### src/rtl/onehot_req_arbiter.sv
// onehot_req_arbiter: four-source round-robin arbiter that drives the one-hot
// inputs x0..x3 of a downstream 4x2 encoder. A request is recognised on a
// rising level of its (optionally filtered) request line. The request is held
// pending until its grant is acknowledged.
// Optional feature macro: DEBOUNCE_EN adds a 2-flop synchronizer and a
// DB_CYCLES-sample stability filter in front of the edge detector.
module onehot_req_arbiter #(
    parameter int DB_CYCLES = 8
) (
    input  logic       clk,
    input  logic       rst_n,
    input  logic [3:0] req,
    input  logic       ack,
    output logic       x0,
    output logic       x1,
    output logic       x2,
    output logic       x3,
    output logic       valid,
    output logic [3:0] pend
);

    typedef enum logic {
        IDLE  = 1'b0,
        GRANT = 1'b1
    } state_t;

    // Request levels after optional filtering; these feed the edge detector.
    logic [3:0] filt_s;

    // A filter length below one sample is meaningless; this block only keeps
    // the parameter referenced in builds without the filter.
    if (DB_CYCLES < 1) begin : g_db_cycles_invalid
    end

`ifdef DEBOUNCE_EN
    localparam int CW = (DB_CYCLES > 1) ? $clog2(DB_CYCLES) : 1;

    logic [3:0]    sync1_r;
    logic [3:0]    sync2_r;
    logic [3:0]    filt_r;
    logic [CW-1:0] cnt_r [4];

    // Synchronize raw requests and change a filtered level only after
    // DB_CYCLES consecutive synchronized samples disagree with it.
    always_ff @(posedge clk) begin
        if (!rst_n) begin
            sync1_r <= 4'b1111;
            sync2_r <= 4'b1111;
            filt_r  <= 4'b1111;
            for (int i = 0; i < 4; i++) begin
                cnt_r[i] <= {CW{1'b0}};
            end
        end else begin
            sync1_r <= req;
            sync2_r <= sync1_r;
            for (int i = 0; i < 4; i++) begin
                if (sync2_r[i] == filt_r[i]) begin
                    cnt_r[i] <= {CW{1'b0}};
                end else if (cnt_r[i] == CW'(DB_CYCLES - 1)) begin
                    filt_r[i] <= sync2_r[i];
                    cnt_r[i]  <= {CW{1'b0}};
                end else begin
                    cnt_r[i] <= cnt_r[i] + CW'(1);
                end
            end
        end
    end

    assign filt_s = filt_r;
`else
    assign filt_s = req;
`endif

    state_t     state_r;
    logic [3:0] req_q_r;
    logic [3:0] pend_r;
    logic [3:0] x_r;
    logic       valid_r;
    logic [1:0] ptr_r;
    logic [1:0] gidx_r;

    logic [3:0] event_s;
    logic [3:0] clr_s;
    logic [3:0] pend_nxt_s;
    logic [1:0] pick_s;

    // First set bit of vec, searching upward from start and wrapping 3 -> 0.
    // Iterating from the farthest offset down leaves the nearest hit last.
    function automatic logic [1:0] first_from(input logic [3:0] vec,
                                              input logic [1:0] start);
        logic [1:0] res;
        logic [1:0] idx;
        res = start;
        for (int k = 3; k >= 0; k--) begin
            idx = start + 2'(k);
            if (vec[idx]) begin
                res = idx;
            end else begin
                res = res;
            end
        end
        return res;
    endfunction

    // Rising-edge detection, grant selection and pending-flag update; a new
    // event on the bit being acknowledged re-sets it (set wins over clear).
    always_comb begin
        event_s = filt_s & ~req_q_r;
        pick_s  = first_from(pend_r, ptr_r);
        clr_s   = 4'b0000;
        if ((state_r == GRANT) && ack) begin
            clr_s = 4'b0001 << gidx_r;
        end else begin
            clr_s = 4'b0000;
        end
        pend_nxt_s = (pend_r & ~clr_s) | event_s;
    end

    // Grant FSM with registered one-hot grant lines, valid and pending flags.
    always_ff @(posedge clk) begin
        if (!rst_n) begin
            state_r <= IDLE;
            req_q_r <= 4'b1111;
            pend_r  <= 4'b0000;
            x_r     <= 4'b0000;
            valid_r <= 1'b0;
            ptr_r   <= 2'd0;
            gidx_r  <= 2'd0;
        end else begin
            req_q_r <= filt_s;
            pend_r  <= pend_nxt_s;
            case (state_r)
                IDLE: begin
                    if (pend_r != 4'b0000) begin
                        state_r <= GRANT;
                        gidx_r  <= pick_s;
                        x_r     <= 4'b0001 << pick_s;
                        valid_r <= 1'b1;
                    end else begin
                        x_r     <= 4'b0000;
                        valid_r <= 1'b0;
                    end
                end
                GRANT: begin
                    if (ack) begin
                        state_r <= IDLE;
                        x_r     <= 4'b0000;
                        valid_r <= 1'b0;
                        ptr_r   <= gidx_r + 2'd1;
                    end else begin
                        state_r <= GRANT;
                    end
                end
                default: begin
                    state_r <= IDLE;
                    x_r     <= 4'b0000;
                    valid_r <= 1'b0;
                end
            endcase
        end
    end

    assign x0    = x_r[0];
    assign x1    = x_r[1];
    assign x2    = x_r[2];
    assign x3    = x_r[3];
    assign valid = valid_r;
    assign pend  = pend_r;

endmodule

### config.mk
export PLATFORM = sky130hd
export DESIGN_NAME = onehot_req_arbiter
export DESIGN_NICKNAME = d
export VERILOG_FILES = /design/src/rtl/onehot_req_arbiter.sv
export SDC_FILE = /design/constraint.sdc
export NUM_CORES = 1
export LEC_CHECK = 0
export CORE_MARGIN = 2
export CORE_UTILIZATION = 53
export DETAILED_ROUTE_END_ITERATION = 10
export PLACE_DENSITY = 0.84
export SYNTH_ARGS = -nofsm -noshare
export SYNTH_HDL_FRONTEND = slang
export SYNTH_SLANG_ARGS = --single-unit
export TNS_END_PERCENT = 5
### constraint.sdc
create_clock -name clk -period 2.5 [get_ports clk]
set_input_delay 0.375 -clock clk [delete_from_list [all_inputs] [get_ports clk]]
set_output_delay 0.375 -clock clk [all_outputs]
set_load 0.005 [all_outputs]
Word-level counts from Yosys, hierarchy flattened
Index checks and enable logic that the tools add are counted.
Storage, ports and cells
  register bits after elaboration: 18
  memories kept: 0
  ROM bits: 0
  bits of input ports: 7
  bits in latches: 0
  memory bits (writable): 0
  word-level logic and storage cells: 49
Operators by class
  reductions and logical operators: 4
  add/sub/neg operators: 4
  shift operators: 2
  multiply operators: 0
  magnitude comparators: 4
  equal/unequal tests: 1
  bitwise logic cells: 6
  muxes and demuxes: 21
  divide/modulo/power cells: 0
Operator list (number)
  $lt 2x3->1 const B: 4
  $mux 4: 3
  $and 4x4->4: 2
  $bmux 1 s2: 4
  $mux 2: 4
  $not 4->4: 2
  $pmux 4 s2: 1
  $shl 1x2->4 const A: 2
  $mux 1: 7
  $add 2x1->2 const B: 2
  $add 2x2->2 const B: 2
  $or 4x4->4: 1
  $pmux 1 s2: 2
  $reduce_and 2->1: 2
  $reduce_bool 4->1: 1
  $ne 2x2->1 const B: 1
  $logic_and 1x1->1: 1
  $not 1->1: 1

Depth between registers and ports, before layout
  depth in word-level cells: 10
  gate-level depth with buffers: 5
  gate-level depth less buffers: 5

Worst setup path before layout
Ideal clock, no wire load.
  path kind: register to register
  start: register pend_r[3] (netlist: pend[3])
  end: register x_r[0]
  stages on the path, launching flop included: 6
  arrival: 1.114 ns
  path slack: 1.271 ns
  cells stage by stage: dfxtp_1 and3b_1 nor4_2 nand3b_1 o21ai_1 and2_1
On the way
  longest elaborated chain between the ends: 9
RTL lines
  from (decl): line 76  | logic [3:0] pend_r;
  from (signal assigned): line 131  | pend_r <= pend_nxt_s;
  $bmux 1 s2: line 96  | if (vec[idx]) begin
  $mux 1 (implied by the code): line 96
  $mux 2 (4 in a row): line 96
  $shl 1x2->4: line 137  | x_r <= 4'b0001 << pick_s;
  $mux 4 (*): line 134  | if (pend_r != 4'b0000) begin
  $pmux 4 s2 (*): line 132  | case (state_r)
  to (signal assigned): line 137
  to (decl): line 77  | logic [3:0] x_r;
Mark *: on every way between the ends. The rest lies on a longest branch, timed or not. The select of a mux whose other input is x is not followed.
A chain may end at the register's enable or synchronous reset.

Final worst setup path
  start: register pend_r[2] (netlist: pend[2])
  end: output pend[2]
RTL lines
  to (decl): line 19  | output logic [3:0] pend
No word-level cell between the ends.

==> qor.txt <==
Slew Limit Fails -> 0
Pleak -> 0.399 nW
Status -> complete, no violations
Worst Path Buf+Inv -> 1
Maxcap violations -> 0
RSZ-0062 raised after global routing -> false
Yosys warns -> 0
Final nets -> 120
Period Utilization, post-route -> 67.7%
DR vias/cell -> 5.35
TritonCTS Sinks -> 18
Clock network fraction of total power -> 29.4%
Sw Pwr -> 157 uW
Core ar. -> 1490 um2
Routed via count -> 664
Clock Tree Root -> clkbuf_4
CP Launch Type -> flip-flop
Kind of critical path -> flip-flop to output pin
Required time worst endpoint -> 2.12 ns
Relative slew slack -> 57.1%
Synth Flop Type -> dfxtp_1
Tot Pwr -> 611 uW
Combinational share of power -> 17.1%
Sequential share of power -> 53.5%
Power density over cell area -> 596 nW/um2
Post-synth cell types -> 28
Largest net degree at the start of global routing -> 21
Min-delay worst type -> flip-flop to flip-flop
First-pass GRT wire length -> 2590 um
CTS Hold Bufs -> 0
Post-Syn Nets -> 103
Max FO, Critical Path -> 7
Inserted Clock Buffers -> 3
DR pass1 iterations -> 4
Reg clk slew, reported paths -> 0.11 ns
Cell-internal power -> 454 uW
Layout Cells excl Fill -> 124
I/O Buffers -> 15
Final TNS setup -> 0 ns
Worst skew pair latency -> 0.30 ns
Maximum clock insertion buffer count -> 2
Initial Util -> 56.1%
Area delta synth->final -> 22.8%
CTS tree -> yes
# IOs -> 16
Slew @ Worst Pin -> 0.641 ns
Final setup viols -> 0
H-tree depth reported by CTS -> 1
Critical Path Slowest Stage Cell -> clkdlybuf4s50_1
Max Fclk -> 591 MHz
Die height -> 43.7 um
Worst vdd ir -> 405 uV
DRT Wirelength -> 1500 um
Post-Syn Area -> 835 um2
Sequential fraction of the synthesis area -> 43.2%
Initial detailed-routing violation count -> 9
Cts repair resizes -> 0
Area of the die -> 1910 um2
Worst hold slack -> 0.463 ns
CP Cell Sequence -> clkdlybuf4s50_1
Final GP Congestion -> 0.822
Global route total overflow -> 0
Final Hold Vio Count -> 0
Critical path's largest stage delay -> 0.56 ns
DRC errors left -> 0
Dpl cells -> 120
Initial antenna violation count -> 0
Fraction of registers with async set/reset -> 0%
Mean Syn Cell Area -> 9.07 um2
Critical Path Sink Type -> output pin
Tot GR Track Use -> 18.3%
Die span in x -> 43.7 um
Worst Skew -> 0.00789 ns
# rows -> 14
Number of diodes -> 0
FF+latch count, synth -> 18
Sw Ratio -> 25.7%
Final ANT Viol Nets -> 0
Layout cells sized above 1 -> 9.26%
Worst endpoint data arrival time -> 1.32 ns
Mapped Cells -> 92
Routed len/inst -> 12.1 um
Core Util, Final -> 68.8%
Estimated wirelength of the detail-placed design -> 1090 um
Vias in the first global route -> 634
Post-CTS setup buffer count -> 0
Top Family by Delay on Critical Path -> buffers and inverters
Minimum clock period -> 1.69 ns
Post-synth EDFFs -> 0
## layout by cell type (no fill, tap or decap)
master and count:
ha_1 4, clkdlybuf4s50_1 15, a211o_1 1, nor2_1 1
a21boi_0 1, nor2b_1 12, inv_1 3, o21ai_2 1
and2_1 2, dfxtp_1 18, a21oi_1 6, o21ai_1 3
a21boi_1 2, nor4_2 2, nand3b_1 1, nand2b_1 6
clkbuf_4 3, o21ai_0 3, o211a_1 2, nor3_1 1
and3b_1 1, nand2b_4 1, o21a_1 1, nor2_2 1
nand3_1 7, nand2_1 8, clkbuf_8 1, nor2b_2 1
## cell families after synthesis
family                     Yosys count  share of synthesized area (%)
and+or+nand+nor                     44                           32.2
AOI/OAI and AO/OA                   20                           15.3
buffers and inverters                6                           3.30
DFF                                 18                           43.2
adders and majority gates            4                           6.00
## synth_stat cells, types with 2 or more instances
cell,count,share of area [%]
ha_1,4,6.0
and2_1,2,1.5
a21oi_1,6,3.6
nand2b_1,6,4.5
nand2_1,8,3.6
nor2b_1,12,9.0
a21boi_1,2,1.8
o211a_1,2,2.4
nor4_2,2,3.0
inv_1,3,1.3
nand3_1,7,4.2
o21ai_1,3,1.8
dfxtp_1,18,43
o21ai_0,3,1.8
## layout make-up
cell class	count	area [um2]
clock buffers	4	36.3
fillers	123	464
inverters	3	11.3
multi-input cells	68	447
flip-flops and latches	18	360
well taps	16	20.0
repair buffers	15	150
## per-layer routing
layer  track usage, %  wire length, um  up-vias
li1                 -                -      345
met1             21.7              707      302
met2             32.1              713       12
met3             2.50               45        5
met4             9.09               36        0
met5                0                0        -
## worst paths after layout
check | from | end | slack [ns] | cells after the start
max | pend[2] | pend[2] | 0.81 | 1
min | x_r[1] | x_r[1] | 0.46 | 2
max reg2reg | pend[3] | x_r[0] | 1.12 | 5
min reg2reg | x_r[1] | x_r[1] | 0.46 | 2
## registers in the layout, indices dropped and copies added (netlist names)
signal   cells
gidx_r       2
req_q_r      4
ptr_r        2
pend         4
valid        1
x_r          4
state_r      1
## per-stage QoR
stage               setup WS (ns)  area (um2)
global placement            0.861         988
finish                      0.808        1020
detailed placement          0.868         988
CTS                         0.792        1020
floorplan                    1.27         835
global route                0.751        1020
## power groups by stage
stage                     Clock (mW)  Combinational [mW]  Sequential [mW]
after floorplan                    0              0.0708            0.327
after global placement             0               0.102            0.332
after detailed placement           0               0.104            0.334
after CTS                      0.184               0.106            0.327
after global routing           0.194               0.117            0.330
final                          0.180               0.105            0.327
No activity file was read; power rests on OpenSTA's default activity.
